**src/rtl/mrv32_imm_gen_pipe.sv**
```systemverilog
// mrv32_imm_gen_pipe -- pipelined immediate generator for the decode stage.
//
// Decodes the immediate selected by in_imm_sel from in_instr, sign/zero
// extends it to XLEN bits and registers it together with an opaque tag.
// The output is a valid/ready stage with a one-entry skid buffer. Because
// in_ready depends only on skid occupancy, it comes straight from a flop and
// has no combinational path from out_ready.
//
// Ports:
//   clk, rst_n      core clock, asynchronous active-low reset
//   flush           synchronous drop of every buffered entry (highest priority)
//   in_valid/ready  input handshake; in_instr, in_imm_sel, in_tag qualify it
//   out_valid/ready output handshake; out_imm, out_tag, out_illegal qualify it
//
// Select: 0 I, 1 S, 2 B, 3 U, 4 J, 5 CSR zimm, 6 shamt, 7 illegal (imm 0).
module mrv32_imm_gen_pipe #(
  parameter int XLEN  = 32,
  parameter int TAG_W = 32
) (
  input  logic             clk,
  input  logic             rst_n,
  input  logic             flush,
  input  logic             in_valid,
  output logic             in_ready,
  input  logic [31:0]      in_instr,
  input  logic [2:0]       in_imm_sel,
  input  logic [TAG_W-1:0] in_tag,
  output logic             out_valid,
  input  logic             out_ready,
  output logic [XLEN-1:0]  out_imm,
  output logic [TAG_W-1:0] out_tag,
  output logic             out_illegal
);

  typedef struct packed {
    logic [XLEN-1:0]  imm;
    logic [TAG_W-1:0] tag;
    logic             illegal;
  } entry_t;

  // Occupancy encoded as {out_valid, skid_valid}; the (0,1) pattern has no
  // enum member because it can never be reached.
  typedef enum logic [1:0] {
    EMPTY = 2'b00,
    FULL1 = 2'b10,
    FULL2 = 2'b11
  } state_t;

  state_t      state_q, state_d;
  entry_t      gen, out_q, skid_q;
  logic [31:0] raw;
  logic        accept, xfer;
  logic        load_out_gen, load_out_skid, load_skid;

  // Every format is first formed as a 32-bit value that is already correctly
  // extended to 32 bits (zero-extended fields have a clear top bit), so a
  // single signed widening covers both XLEN=32 and XLEN=64.
  always_comb begin
    raw         = '0;
    gen.illegal = 1'b0;
    case (in_imm_sel)
      3'd0: raw = {{20{in_instr[31]}}, in_instr[31:20]};
      3'd1: raw = {{20{in_instr[31]}}, in_instr[31:25], in_instr[11:7]};
      3'd2: raw = {{19{in_instr[31]}}, in_instr[31], in_instr[7],
                   in_instr[30:25], in_instr[11:8], 1'b0};
      3'd3: raw = {in_instr[31:12], 12'b0};
      3'd4: raw = {{11{in_instr[31]}}, in_instr[31], in_instr[19:12],
                   in_instr[20], in_instr[30:21], 1'b0};
      3'd5: raw = {27'b0, in_instr[19:15]};
      3'd6: raw = (XLEN == 64) ? {26'b0, in_instr[25:20]}
                               : {27'b0, in_instr[24:20]};
      default: gen.illegal = 1'b1;
    endcase
    gen.imm = XLEN'($signed(raw));
    gen.tag = in_tag;
  end

  assign out_valid   = state_q[1];
  assign in_ready    = !state_q[0];
  assign accept      = in_valid && in_ready;
  assign xfer        = out_valid && out_ready;
  assign out_imm     = out_q.imm;
  assign out_tag     = out_q.tag;
  assign out_illegal = out_q.illegal;

  always_comb begin
    state_d       = state_q;
    load_out_gen  = 1'b0;
    load_out_skid = 1'b0;
    load_skid     = 1'b0;
    if (flush) begin
      state_d = EMPTY;
    end else begin
      case (state_q)
        EMPTY: if (accept) begin
          state_d      = FULL1;
          load_out_gen = 1'b1;
        end
        FULL1: begin
          if (accept && xfer) begin
            load_out_gen = 1'b1;
          end else if (accept) begin
            state_d   = FULL2;
            load_skid = 1'b1;
          end else if (xfer) begin
            state_d = EMPTY;
          end
        end
        FULL2: if (xfer) begin
          state_d       = FULL1;
          load_out_skid = 1'b1;
        end
        default: state_d = EMPTY;
      endcase
    end
  end

  always_ff @(posedge clk or negedge rst_n) begin
    if (!rst_n) begin
      state_q <= EMPTY;
      out_q   <= '0;
      skid_q  <= '0;
    end else begin
      state_q <= state_d;
      if (load_out_gen)       out_q  <= gen;
      else if (load_out_skid) out_q  <= skid_q;
      if (load_skid)          skid_q <= gen;
    end
  end

endmodule

```
**config.mk**
```make
export PLATFORM = sky130hd
export DESIGN_NAME = mrv32_imm_gen_pipe
export DESIGN_NICKNAME = d
export VERILOG_FILES = /design/src/rtl/mrv32_imm_gen_pipe.sv
export SDC_FILE = /design/constraint.sdc
export NUM_CORES = 1
export LEC_CHECK = 0
export CAP_MARGIN = 20
export CORE_MARGIN = 2
export CORE_UTILIZATION = 36
export CTS_CLUSTER_DIAMETER = 80
export DETAILED_ROUTE_END_ITERATION = 6
export SLEW_MARGIN = 20
export SYNTH_ARGS = -nofsm -noshare
export SYNTH_HDL_FRONTEND = slang
export SYNTH_SLANG_ARGS = --single-unit
```
**constraint.sdc**
```tcl
create_clock -name clk -period 2.09 [get_ports clk]
set_input_delay 0.3135 -clock clk [delete_from_list [all_inputs] [get_ports clk]]
set_output_delay 0.3135 -clock clk [all_outputs]
set_load 0.02 [all_outputs]
```
### Word-level counts from Yosys, hierarchy flattened

Index checks and enable logic that the tools add are counted.

* flip-flop bits (word level): 132
* input bits: 72
* output and inout port bits: 67

* eq/ne operators: 12
* mux-type cells: 21
* reduce and logical (&&, ||, !) cells: 9

Operators by type and width (count)
* one-hot mux 32 bit (7 select lines): 1
* two-way mux 65 bit: 2
* two-way mux 2 bit: 6
* two-way mux 1 bit: 10
* equality test 3 bit (second input constant): 3
* inequality test 3 bit (second input constant): 3
* OR reduction 7 bit: 1
* equality test 3 x 2 -> 1 bit (second input constant): 2
* one-hot mux 2 bit (3 select lines): 1
* equality test 2 bit (second input constant): 2
* inequality test 4 bit (second input constant): 1
* AND reduction 4 bit: 1
* equality test 3 x 1 -> 1 bit (second input constant): 1
* logical AND 1 bit: 3
* zero test 3 bit: 1
* zero test 2 bit: 1
* one-hot mux 1 bit (2 select lines): 1
* nonzero test 2 bit: 1
* zero test 1 bit: 1

### Depth between registers and ports, before layout

* word-level depth: 7
* gate-level depth with buffers: 9
* mapped depth without buffers: 6

### Worst setup path before layout

OpenSTA, ideal clock, no wires.

* path kind: flip-flop to flip-flop
* from: register state_q[0]
* to: register skid_q[10] (netlist bit)
* arrival: 1955 ps
* data required time: 1965 ps
* setup slack: 10 ps
* stages on the path, launching flop included: 8
* period minus slack after synthesis: 2080 ps
* cell sequence: dfrtp_1 inv_1 ha_1 inv_1 or4b_1 buf_4 buf_6 mux2_4

* word-level cells in the longest chain between the ends: 6
* elaborated cells between the ends (all ways): 8

Ends and longest elaborated chain
* from (decl): line 49 `state_t state_q, state_d;`
* from (signal assigned): line 124 `state_q <= state_d;`
* zero test 1 bit *: line 79 `assign in_ready = !state_q[0];`
* net in_ready: line 24 `output logic in_ready,`
* logical AND 1 bit *: line 80 `assign accept = in_valid && in_ready;`
* two-way mux 1 bit or logical AND 1 bit (tied branches): line 102, 100
* two-way mux 1 bit *: line 100 `if (accept && xfer) begin`
* two-way mux 1 bit *: line 94 `case (state_q)`
* two-way mux 1 bit *: line 91 `if (flush) begin`
* to (signal assigned): line 127 `if (load_skid) skid_q <= gen;`
* to (decl): line 50 `entry_t gen, out_q, skid_q;`

Mark *: on every way through the listed nets, which the timed path passes. The rest lies on a longest branch.
A chain may end at the register's enable or synchronous reset.

### Final worst setup path

* from: register state_q[0]
* to: register skid_q[25] (netlist bit)

* word-level cells in the longest chain between the ends: 6
* elaborated cells between the ends (all ways): 8

Ends and longest elaborated chain (line)
* zero test 1 bit: 79
* logical AND 1 bit: 80
* two-way mux 1 bit or logical AND 1 bit (tied branches): 102, 100
* two-way mux 1 bit: 100
* two-way mux 1 bit *: 94
* two-way mux 1 bit *: 91

Every way passes the cells marked *; elsewhere a longest branch is shown, timed or not.

==> metrics.cfg <==
[layout]
utilization=0.502
area_growth_pct=37.5
diodes=0
final_nets=802
drive_above_1_share=0.184
regArea_mm2=0.00330
multi_input_area_mm2=0.00272
final_cell_area_mm2=0.00859
fillers=1521

[timing]
setup_viol=0
hold_viol=0
fin_hold_ws_ps=436
rsz0062_at_grt=false
period_needed_ps=2000
fin_worst_skew_ps=7.17
drv_slew=0
max_freq_mhz=499
worst_slew_margin_rel=0.637
tns_ps=0
worst_slew_pin_slew_ps=544
period_share=0.958

[power]
ir_worst_vdd_mv=0.695
p_sw_mw=3.86
power_density_mw_per_mm2=1360
leakagePower_nw=4.02
clkPwrFrac=0.235
total_power_mw=11.7
p_seq_frac=0.373
p_comb_frac=0.392
swShare=0.330
p_int_mw=7.83

[floorplanning]
die_w_um=136
coreArea_mm2=0.0171
num_rows=48
num_io_pins=139
die-height_um=136
fp.dieArea_mm2=0.0184
initial_core_util=0.365

[global_routing]
grt-ovfl-total=0
grt_usage=0.171
antenna_found_initial=0
grt_start_max_net_pins=67
grt_pass1_wl_mm=24.4
grt_pass1_vias=4780

[detailed_routing]
wire_per_inst_um=15.8
vias_per_cell=4.88
antenna_left=0
dr.pass1.iters=4
drc=0
first_iter_violations=192
via_count=4708
routed_wl_mm=15.2

[logic_synthesis]
yosys.area.top_type=dfrtp_1
ys_seq_elements=132
syn_nets=659
synth_top_area_frac=0.529
synthesis.area_mm2=0.00625
synthCells=583
postSynthAreaPerCell_um2=10.7
synth_cell_types=35
yosys_warnings=0
netlist_top_cells_area=dfrtp_1, o21ai_0, mux2_4
yosysSeqAreaShare=0.529

[min_path]
hp-class=in -> async

[setup_path]
crit_buf_inv=3
worstPathRequired_ps=2390
ff2ff_path_depth=6
start_kind=flip-flop
crit_arrival_ps=2300
crit_path_end_kind=flip-flop
critPathKind=reg -> reg
crit_slowest_cell=or4b_4
cp_max_fo=27
crit_top_cell=inv_1
cp_cell_sequence=inv_1 -> ha_1 -> inv_1 -> or4b_4 -> buf_12 -> mux2_4
path_depth=6
worst_path_largest_cell_delay_ps=560
critPathTopFamily=simple AND/OR/NAND/NOR gates

[status]
status=finished, final reports clean

[cts]
cts_buffer_depth=2
postCtsSetupBuffers=0
clock-root-buffer=clkbuf_16
clk_pin_slew_worst_paths_ps=60
numCtsBuffers=17
cts_tree=done
cts_num_sinks=132
clk_latency_ps=420
htreeDepth=4

[place]
placed_area_mm2=0.00801
dp_hpwl_mm=10.5
port_buffers=131
gp_congestion=0.822

[flow_run]
maxCapViolCount=0

cell families (layout without fill, tap and decap cells):
group / count (synthesis) / after routing / share of synthesized area
compound gates: 154 / 154 / 0.133
buf+inv: 48 / 204 / 0.0376
fa+ha+maj: 4 / 4 / 0.00801
simple gates: 143 / 143 / 0.0967
mux: 102 / 102 / 0.196
flops: 132 / 132 / 0.529
cells in the final DEF (no fill, tap or decap), types with 2 or more instances in the layout:
master           instances
a211oi_1                 5
a21oi_1                 34
buf_12                   9
buf_4                   26
clkbuf_1                 3
clkbuf_16               18
clkbuf_8                 2
clkdlybuf4s50_1        130
clkinv_2                 6
clkinvlp_4               3
dfrtp_1                132
ha_1                     4
inv_1                    4
mux2_2                  33
mux2_4                  32
mux2i_1                 37
nand2_1                114
nand2b_1                 2
nand3_1                  2
nand3b_1                 4
nor2_1                  10
nor2b_1                  4
o21ai_0                 99
o22a_1                   8
synth_stat cells, drive strengths merged:
cell	count
nand2	114
mux2i	37
a21boi	1
a31oi	1
or3	1
or2	1
a21o	1
ha	4
buf	21
or4b	1
a32oi	1
a211oi	5
clkbuf	23
mux2	65
and2	1
a21oi	34
inv	4
nor2	10
nand3	2
nor3	1
dfrtp	132
a22oi	1
nand2b	3
nand3b	4
nor2b	4
a311oi	1
o21ai	100
a211o	1
o22a	8
nand4b	1
registers in the layout, summed over array words and instances, names as in the netlist:
name	count
out_tag	32
skid_q	65
out_imm	32
out_illegal	1
state_q	2
worst reg2reg max path, stage by stage, from the launching register on:
cell and delay [ps]:
dfrtp_1 410, inv_1 90, ha_1 190, inv_1 70, or4b_4 560, buf_12 220, mux2_4 340
power by group through the flow:
stage / clock network [mW] / logic, mW / registers, mW
finish: 2.75 / 4.58 / 4.36
global route: 2.95 / 4.97 / 4.51
CTS: 2.83 / 4.62 / 4.37
detailed placement: 0 / 4.59 / 4.41
global placement: 0 / 4.48 / 4.33
floorplan: 0 / 1.90 / 5.01
area by class of cell:
class                   count  area share
clock buffers              22      0.0540
clock inverters            10     0.00961
inverters                   4     0.00175
multi-input cells         403       0.317
flip-flops and latches    132       0.385
well taps                 225      0.0328
repair buffers            168       0.201
metrics by stage:
stage	setup slack [ps]	cells
2_1_floorplan	10.1	583
3_3_place_gp	16.6	930
3_5_place_dp	-11.5	930
4_1_cts	102	963
5_1_grt	5.19	964
6_report	86.9	964
metal layers:
metal | share of wire | track usage
met5 | 0 | 0
met4 | 0.017 | 0.0602
met3 | 0.061 | 0.0554
met1 | 0.46 | 0.220
met2 | 0.46 | 0.271
final timing paths:
kind,start,to,slack [ps]
worst max-delay path,state_q[0],skid_q[25],90
worst min-delay path,rst_n,out_tag[6],440
worst max register to register,state_q[0],skid_q[25],90
worst min register to register,skid_q[57],skid_q[57],470
max in group asynchronous,rst_n,skid_q[0],1010
min in group clk,skid_q[57],skid_q[57],470
repair_timing:
item / in CTS / in global routing
hold endpoints to repair: 53 / 0
endpoints found under the setup margin: 0 / 3
hold buffers: 1 / 0
gates resized for setup: 0 / 1
No activity file was read; power rests on OpenSTA's default activity.
